===== config.mk =====
export PLATFORM = sky130hd
export DESIGN_NAME = sim_exit_monitor
export DESIGN_NICKNAME = d
export VERILOG_FILES = /design/src/rtl/sim_exit_monitor.sv
export SDC_FILE = /design/constraint.sdc
export NUM_CORES = 1
export LEC_CHECK = 0
export ABC_AREA = 1
export CAP_MARGIN = 10
export CELL_PAD_IN_SITES_DETAIL_PLACEMENT = 0
export CELL_PAD_IN_SITES_GLOBAL_PLACEMENT = 1
export CORE_MARGIN = 2
export CORE_UTILIZATION = 25
export DETAILED_ROUTE_END_ITERATION = 10
export GPL_TIMING_DRIVEN = 0
export PLACE_DENSITY_LB_ADDON = 0.1
export SLEW_MARGIN = 20
export SYNTH_ARGS = -nofsm -noshare
export SYNTH_HDL_FRONTEND = slang
export SYNTH_SLANG_ARGS = --single-unit

===== constraint.sdc =====
create_clock -name clock -period 3.4 [get_ports clock]
set_clock_uncertainty 0.05 [all_clocks]
set_input_delay 0.68 -clock clock [delete_from_list [all_inputs] [get_ports clock]]
set_output_delay 0.68 -clock clock [all_outputs]
set_load 0.02 [all_outputs]

===== src/rtl/sim_exit_monitor.sv =====
// Simulation completion monitor: settles on one verdict (pass, fail code, timeout) and raises done after a drain window.
// Optional progress-silence detection is built when SIM_EXIT_MONITOR_HANG_DETECT_EN is defined.
module sim_exit_monitor #(
  parameter int unsigned MAX_CYCLES   = 1000,
  parameter int unsigned BLANK_CYCLES = 10,
  parameter int unsigned DRAIN_CYCLES = 4,
  parameter int unsigned HANG_CYCLES  = 256
) (
  input  logic        clock,
  input  logic        reset,
  input  logic        success,
  input  logic        exit_valid,
  input  logic [31:0] exit_code,
  output logic        exit_ready,
  input  logic        progress,
  output logic        done,
  output logic        pass,
  output logic [31:0] fail_code,
  output logic        timed_out,
  output logic [63:0] cycle_count
);

  typedef enum logic [1:0] {
    ST_BLANK,
    ST_RUN,
    ST_DRAIN,
    ST_DONE
  } state_t;

  localparam logic [31:0] CODE_TIMEOUT = 32'hFFFF_FFFF;
  localparam logic [31:0] CODE_HANG    = 32'hFFFF_FFFE;

  state_t      state;
  state_t      state_next;
  logic [7:0]  drain_cnt;
  logic        ready_next;
  logic        done_next;

  logic        ev_exit;
  logic        ev_success;
  logic        ev_watchdog;
  logic        ev_hang;
  logic        verdict_hit;
  logic        verdict_pass;
  logic        verdict_timeout;
  logic [31:0] verdict_code;

  always_ff @(posedge clock or negedge reset) begin
    if (!reset) begin
      cycle_count <= '0;
    end else if (cycle_count != '1) begin
      cycle_count <= cycle_count + 64'd1;
    end
  end

  assign ev_exit     = (state == ST_RUN) && exit_valid;
  assign ev_success  = (state == ST_RUN) && success;
  assign ev_watchdog = (state == ST_RUN) && (MAX_CYCLES != 0) &&
                       (cycle_count == 64'(MAX_CYCLES));

`ifdef SIM_EXIT_MONITOR_HANG_DETECT_EN
  logic [31:0] silence;

  // Cleared while blanking so it starts from zero on entry to RUN.
  always_ff @(posedge clock or negedge reset) begin
    if (!reset) begin
      silence <= '0;
    end else if (state != ST_RUN) begin
      silence <= '0;
    end else if (progress) begin
      silence <= '0;
    end else if (silence != '1) begin
      silence <= silence + 32'd1;
    end
  end

  assign ev_hang = (state == ST_RUN) && (silence == 32'(HANG_CYCLES));
`else
  logic unused_progress;

  assign unused_progress = progress;
  assign ev_hang         = 1'b0;
`endif

  always_comb begin
    verdict_hit     = 1'b0;
    verdict_pass    = 1'b0;
    verdict_timeout = 1'b0;
    verdict_code    = '0;
    if (ev_exit) begin
      verdict_hit  = 1'b1;
      verdict_pass = (exit_code == 32'd0);
      verdict_code = exit_code;
    end else if (ev_success) begin
      verdict_hit  = 1'b1;
      verdict_pass = 1'b1;
    end else if (ev_watchdog) begin
      verdict_hit     = 1'b1;
      verdict_timeout = 1'b1;
      verdict_code    = CODE_TIMEOUT;
    end else if (ev_hang) begin
      verdict_hit  = 1'b1;
      verdict_code = CODE_HANG;
    end
  end

  always_ff @(posedge clock or negedge reset) begin
    if (!reset) begin
      state <= ST_BLANK;
    end else begin
      state <= state_next;
    end
  end

  always_comb begin
    state_next = state;
    unique case (state)
      ST_BLANK: if (cycle_count == 64'(BLANK_CYCLES)) state_next = ST_RUN;
      ST_RUN:   if (verdict_hit) state_next = ST_DRAIN;
      ST_DRAIN: if (drain_cnt == 8'd0) state_next = ST_DONE;
      ST_DONE:  state_next = ST_DONE;
      default:  state_next = ST_BLANK;
    endcase
  end

  // Decoded from the next state so exit_ready and done come straight off flops.
  always_comb begin
    ready_next = 1'b0;
    done_next  = 1'b0;
    unique case (state_next)
      ST_RUN:  ready_next = 1'b1;
      ST_DONE: done_next  = 1'b1;
      default: ;
    endcase
  end

  always_ff @(posedge clock or negedge reset) begin
    if (!reset) begin
      exit_ready <= 1'b0;
      done       <= 1'b0;
    end else begin
      exit_ready <= ready_next;
      done       <= done_next;
    end
  end

  always_ff @(posedge clock or negedge reset) begin
    if (!reset) begin
      drain_cnt <= '0;
    end else if ((state == ST_RUN) && verdict_hit) begin
      drain_cnt <= 8'(DRAIN_CYCLES - 1);
    end else if ((state == ST_DRAIN) && (drain_cnt != 8'd0)) begin
      drain_cnt <= drain_cnt - 8'd1;
    end
  end

  // Only the winning event writes the verdict, and only once per reset.
  always_ff @(posedge clock or negedge reset) begin
    if (!reset) begin
      pass      <= 1'b0;
      fail_code <= '0;
      timed_out <= 1'b0;
    end else if ((state == ST_RUN) && verdict_hit) begin
      pass      <= verdict_pass;
      fail_code <= verdict_pass ? 32'd0 : verdict_code;
      timed_out <= verdict_timeout;
    end
  end

endmodule

==> results of run 1 <==
## sequential cells by signal, indices dropped and copies added, names as in the netlist
register	cells
drain_cnt	8
pass	1
cycle_count	64
state	2
fail_code	32
timed_out	1
done	1
exit_ready	1
## path summary, 6_finish.rpt
kind | end | slack, ns | from
setup / recovery | cycle_count[30] | 0.71 | cycle_count[0]
hold / removal | cycle_count[47] | 0.12 | reset
setup reg to reg | cycle_count[30] | 0.71 | cycle_count[0]
hold reg to reg | timed_out | 0.43 | timed_out
max in group asynchronous | cycle_count[50] | 2.46 | reset
min in group clock | timed_out | 0.43 | timed_out
## per-layer routing
layer	wire [um]	GRT usage, %	part of all wire, %
met4	411	4.91	1.6
met2	11500	28.6	44
met3	912	2.43	3.5
met1	13200	28.3	51
met5	0	0	0
## kinds of logic (layout without fill, tap and decap cells)
kind of cell,Yosys count,after routing,share of synthesized area (%)
xor gates and xnor gates,12,12,1.61
buffers and inverters,127,279,8.36
AOI/OAI and AO/OA,49,49,3.83
adders and majority gates,5,5,0.956
and+or+nand+nor,626,626,43.2
DFF,110,110,42.1
## critical path, cell delays in order (launching register included)
cell and delay, ns:
dfrtp_1 0.49, ha_1 0.27, inv_1 0.16, nor2_4 0.25, inv_2 0.13, nor2_4 0.25, nand2_1 0.26, nor2_1 0.39
xor2_1 0.11, or2_1 0.22
## cell usage after synthesis, drive strengths merged, types with 2 or more instances
cell type	instances
nor3b	3
nor4	5
nand2	269
a21oi	5
or2	20
xnor2	2
clkbuf	3
buf	14
inv	110
nand4	32
nor2	146
o21ai	42
nor3	28
nand3	121
dfrtp	110
xor2	10
ha	5
## power groups by stage
stage               logic, mW  registers [mW]  clock network, mW
global route           0.0909            1.31               1.19
floorplan             0.00361            1.33                  0
finish                 0.0811            1.31               1.09
detailed placement     0.0843            1.33                  0
CTS                    0.0844            1.31               1.13
global placement       0.0802            1.33                  0
## cell type report
class / count / area share, %
Multi-Input combinational cell: 692 / 37.5
Sequential cell: 110 / 31.9
Timing Repair Buffer: 136 / 16.0
Tap cell: 335 / 4.85
Inverter: 110 / 4.81
Clock buffer: 9 / 2.61
Buffer: 17 / 1.52
Clock inverter: 7 / 0.797
## per-stage QoR
stage | instances | worst slack, ns | power [mW] | util (%)
global placement | 1399 | -3.39 | 1.41 | 32.2
floorplan | 929 | 1.44 | 1.34 | -
global route | 1416 | 0.572 | 2.59 | 33.4
CTS | 1416 | 0.734 | 2.52 | 33.4
finish | 1416 | 0.714 | 2.48 | 33.4
detailed placement | 1400 | 0.774 | 1.42 | 32.3
==> key figures, run 1 <==
Final layout
  – Most frequent cells in the layout: 264 x nand2_1, 134 x clkdlybuf4s50_1, 132 x nor2_1
  – Area of the multi-input gates: 3240 um^2
  – Finished Cell Area: 8640 um^2
  – Antenna Cells: 0
  – Commonest non-fill, non-tap cell in the layout: nand2_1
  – Area growth, synth to finish: 32.1%
  – Layout cell share with drive strength beyond 1: 7.77%
  – FF+latch area: 2750 um^2
  – Final net count: 1118
  – Fillers: 2807

Critical path
  – Critical path peak fanout: 7
  – Reg2Reg Depth: 9
  – Crit Path Class: flop to flop
  – Crit path launch type: flop
  – Worst setup EP type: flop
  – Critical Path RT: 3.60 ns
  – CP arrival: 2.89 ns

Global routing
  – First-pass GRT wire length: 39500 um
  – GR Overflow Total: 0
  – Largest net degree at the start of global routing: 79
  – Vias in the first global route: 6330
  – Antenna violations before repair: 0
  – Total track usage: 18.9%

STA
  – Slew HR: 48.5%
  – Final setup viols: 0
  – RSZ-0062 raised after global routing: no
  – Worst Hold Slack: 0.123 ns
  – Final Max Slew Viols: 0
  – Max Clk Rate: 372 MHz
  – Slew @ Worst Pin: 0.767 ns
  – Minimum clock period: 2.69 ns
  – Final Hold Viols: 0
  – Period utilization: 79.0%
  – Sum Neg Setup Slack: 0 ns

CTS
  – Num CTS Buffers: 9
  – Clk root buf: clkbuf_16
  – # hold bufs at CTS: 0
  – Post-CTS resize count: 0
  – # H-tree levels: 3
  – Max clock buf depth: 2
  – Sink Count: 110
  – CTS clk-pin slew, worst paths: 0.08 ns
  – CTS tree: yes
  – Clk_lat worst skew: 0.37 ns
  – Setup bufs post-CTS: 0

Logic synthesis
  – Main area contributors after synthesis: dfrtp_1 42%, nand2_1 15%, nand3_1 8.6%
  – Syn Nets: 971
  – Post-synth EDFFs: 0
  – Ys Warns: 0
  – Syn Area/Cell: 7.04 um^2
  – Synth Instances: 929
  – Synth unique cells: 30
  – Cell Area, Synth: 6540 um^2
  – Sequential share of the synthesized area: 42.1%
  – #FFs+latches synth: 110
  – Yosys top cell area share: 42.1%
  – Synth async-reset ratio: 100%
  – Primary FF master, synth: dfrtp_1
  – Yosys top cell by area: dfrtp_1

Power
  – Comb pwr share: 3.3%
  – Power per cell area: 287 nW/um^2
  – Clock power share: 44.1%
  – LEAKAGE: 3.98 nW
  – Sw Share: 24.9%
  – Internal power: 1.86 mW
  – Sequential share of power: 52.6%
  – VDD IR-drop max: 158 uV
  – Switch Pwr: 618 uW

Die
  – Core area: 25800 um^2
  – Height of the die: 166 um
  – Io pins: 137
  – Starting Density: 25.3%
  – Die Area: 27500 um^2
  – Die X: 166 um
  – # rows: 59

Placement
  – Gp weighted congestion: 0.822
  – Post-DP HPWL: 20700 um
  – Placed Area: 8340 um^2
  – Port-buffer cells: 135

Drt
  – DRC viols: 0
  – Drt pass-1 iters: 5
  – Final ANT Viol Nets: 0
  – Total number of vias: 6559
  – Vias/cell: 4.63
  – Final WL: 26000 um
  – Routed len/inst: 18.3 um
  – Starting DRT DRC Count: 441

Run status
  – Outcome: finished clean

Worst hold path
  – Path type of the worst min-delay path: input port to async pin

Run
  – Number of max-cap violations: 0
(Power assumes the default switching activity.)
==> inputs of run 2 (changes only) <==
==> constraint.sdc (replaced) <==
create_clock -name clock -period 2.68 [get_ports clock]
set_clock_uncertainty 0.05 [all_clocks]
set_input_delay 0.536 -clock clock [delete_from_list [all_inputs] [get_ports clock]]
set_output_delay 0.536 -clock clock [all_outputs]
set_load 0.02 [all_outputs]
==> run 2 against run 1 <==
  * Via count shrank 0.24%
  * Clock power grew 28%
  * Core utilization grew 0.063 points
  * Non-clock buffer count grew 1
  * First-iteration DRC count shrank 1.6%
  * Die area is the same
  * Sequential share of layout area is essentially flat
  * Sequential power grew 27%
  * Largest cell class unchanged
  * Highest routed layer unchanged
==> key figures, run 2 (same netlist as run 1, synthesis figures left out) <==
Final layout
  – Layout cell share with drive strength beyond 1: 8.04% (was 7.77%)
  – Final core occ: 33.5% (was 33.4%)
  – Area growth, synth to finish: 32.3% (was 32.1%)
  – Most frequent cells in the layout: 263 x nand2_1, 134 x clkdlybuf4s50_1, 131 x nor2_1 (was 264 x nand2_1, 134 x clkdlybuf4s50_1, 132 x nor2_1)
  – Final net count: 1119 (was 1118)
  – Antenna Cells: 0 (unchanged)
  – Max reg flops: 64 (unchanged)
  – Commonest non-fill, non-tap cell in the layout: nand2_1 (unchanged)
  – Largest regs: cycle_count: 64 flops, fail_code: 32 flops, drain_cnt: 8 flops (unchanged)
  – Largest register by flop count: cycle_count (unchanged)
  – Fillers: 2807 (unchanged)

Power
  – LEAKAGE: 3.98 nW (about the same)
  – Power per cell area: 364 nW/um^2 (was 287 nW/um^2)
  – VDD IR-drop max: 201 uV (was 158 uV)

Run
  – Number of max-cap violations: 0 (unchanged)

Drt
  – Routed len/inst: 18.3 um (about the same)
  – Drt pass-1 iters: 5 (unchanged)
  – Total number of vias: 6543 (was 6559)
  – Starting DRT DRC Count: 434 (was 441)
  – Vias/cell: 4.62 (was 4.63)
  – Final WL: 26000 um (about the same)
  – DRC viols: 0 (unchanged)
  – Final ANT Viol Nets: 0 (unchanged)

Placement
  – Post-DP HPWL: 20700 um (unchanged)
  – Pre-CTS setup slack: 0.0539 ns (was 0.774 ns)
  – Port-buffer cells: 135 (unchanged)
  – Gp weighted congestion: 0.822 (unchanged)

Global routing
  – First-pass GRT wire length: 39500 um (unchanged)
  – Total track usage: 18.9% (unchanged)
  – GR Overflow Total: 0 (unchanged)
  – Vias in the first global route: 6330 (unchanged)
  – Largest net degree at the start of global routing: 79 (unchanged)
  – Antenna violations before repair: 0 (unchanged)

Die
  – Io pins: 137 (unchanged)
  – Starting Density: 25.3% (unchanged)
  – Die X: 166 um (unchanged)
  – Die Area: 27500 um^2 (unchanged)
  – Height of the die: 166 um (unchanged)
  – # rows: 59 (unchanged)
  – Core area: 25800 um^2 (unchanged)

CTS
  – # H-tree levels: 3 (unchanged)
  – Clk root buf: clkbuf_16 (unchanged)
  – Sink Count: 110 (unchanged)
  – Max clock buf depth: 2 (unchanged)
  – CTS tree: yes (unchanged)
  – Setup bufs post-CTS: 0 (unchanged)
  – Clk_lat worst skew: 0.37 ns (about the same)
  – CTS clk-pin slew, worst paths: 0.08 ns (about the same)
  – Num CTS Buffers: 9 (unchanged)

Critical path
  – Reg2Reg Depth: 9 (unchanged)
  – Worst R2R End: cycle_count[30] (unchanged)
  – Worst setup EP type: flop (unchanged)
  – Crit path to: cycle_count[30] (unchanged)
  – Flop2flop setup slack: 0.24 ns (was 0.71 ns)
  – Critical path peak fanout: 7 (unchanged)
  – Crit path launch type: flop (unchanged)
  – Critical Path RT: 2.88 ns (was 3.60 ns)
  – CP arrival: 2.64 ns (was 2.89 ns)
  – CP Launch Point: cycle_count[1] (was cycle_count[0])
  – Crit Path Class: flop to flop (unchanged)
  – Crit Reg-Reg Startpoint: cycle_count[1] (was cycle_count[0])

Worst hold path
  – Worst hold stages: 2
  – Path type of the worst min-delay path: flop to flop (was input port to async pin)

STA
  – Final setup viols: 0 (unchanged)
  – Final Max Slew Viols: 0 (unchanged)
  – Minimum clock period: 2.44 ns (was 2.69 ns)
  – RSZ-0062 raised after global routing: no (unchanged)
  – Final Hold Viols: 0 (unchanged)
  – Period utilization: 91.0% (was 79.0%)
  – Max Clk Rate: 410 MHz (was 372 MHz)
  – Final WS setup: 0.241 ns (was 0.714 ns)
  – Slew HR: 48.0% (was 48.5%)
  – Slew @ Worst Pin: 0.774 ns (was 0.767 ns)

Run status
  – Outcome: finished clean (unchanged)
run 2: power by group:
group	switching [mW]	internal [mW]
clock	0.731	0.655
combinational	0.0513	0.0531
sequential	0	1.66
total	0.783	2.37
run 2: cell type report:
type	instances	area [um^2]	share of cell area (%)
Multi-Input combinational cell	692	3250	37.5
Sequential cell	110	2750	31.8
Buffer	17	131	1.52
Tap cell	335	419	4.84
Clock buffer	9	225	2.60
Inverter	110	415	4.80
Clock inverter	7	68.8	0.795
Timing Repair Buffer	137	1390	16.1
run 2: how the worst min path moves through the flow:
stage,from,end
2_1_floorplan,reset,cycle_count[0]
3_3_place_gp,pass,pass
3_5_place_dp,reset,cycle_count[57]
4_1_cts,pass,pass
5_1_grt,fail_code[21],fail_code[21]
6_report,timed_out,timed_out
run 2: per-stage QoR:
stage               area [um^2]  power, mW  hold WS [ns]  cells  setup TNS, ns
floorplan                  6540       1.70         0.190    929              0
global placement           8310       1.79         0.409   1399        -434.07
detailed placement         8340       1.80         0.380   1400              0
CTS                        8650       3.20         0.436   1417              0
global route               8650       3.28         0.452   1417              0
finish                     8650       3.15         0.429   1417              0
run 2: timing repair:
| item | CTS | global route |
|---|---|---|
| setup endpoints to repair | 0 | 2 |
| resized for setup | 0 | 3 |
| hold buffers | 1 | 0 |
| endpoints found under the hold margin | 27 | 0 |
run 2: metal layers:
metal	global-route usage (%)	part of all wire, %
met1	28.3	51
met2	28.6	44
met3	2.41	3.5
met4	4.91	1.5
met5	0	0
run 2: critical path: stages, from the launching register on:
cell and delay [ns]:
dfrtp_1 0.48, ha_1 0.26, inv_1 0.15, nor2_4 0.24, inv_2 0.13, nor2_4 0.26
nand2_2 0.19, nor2_2 0.25, xor2_1 0.09, or2_1 0.21
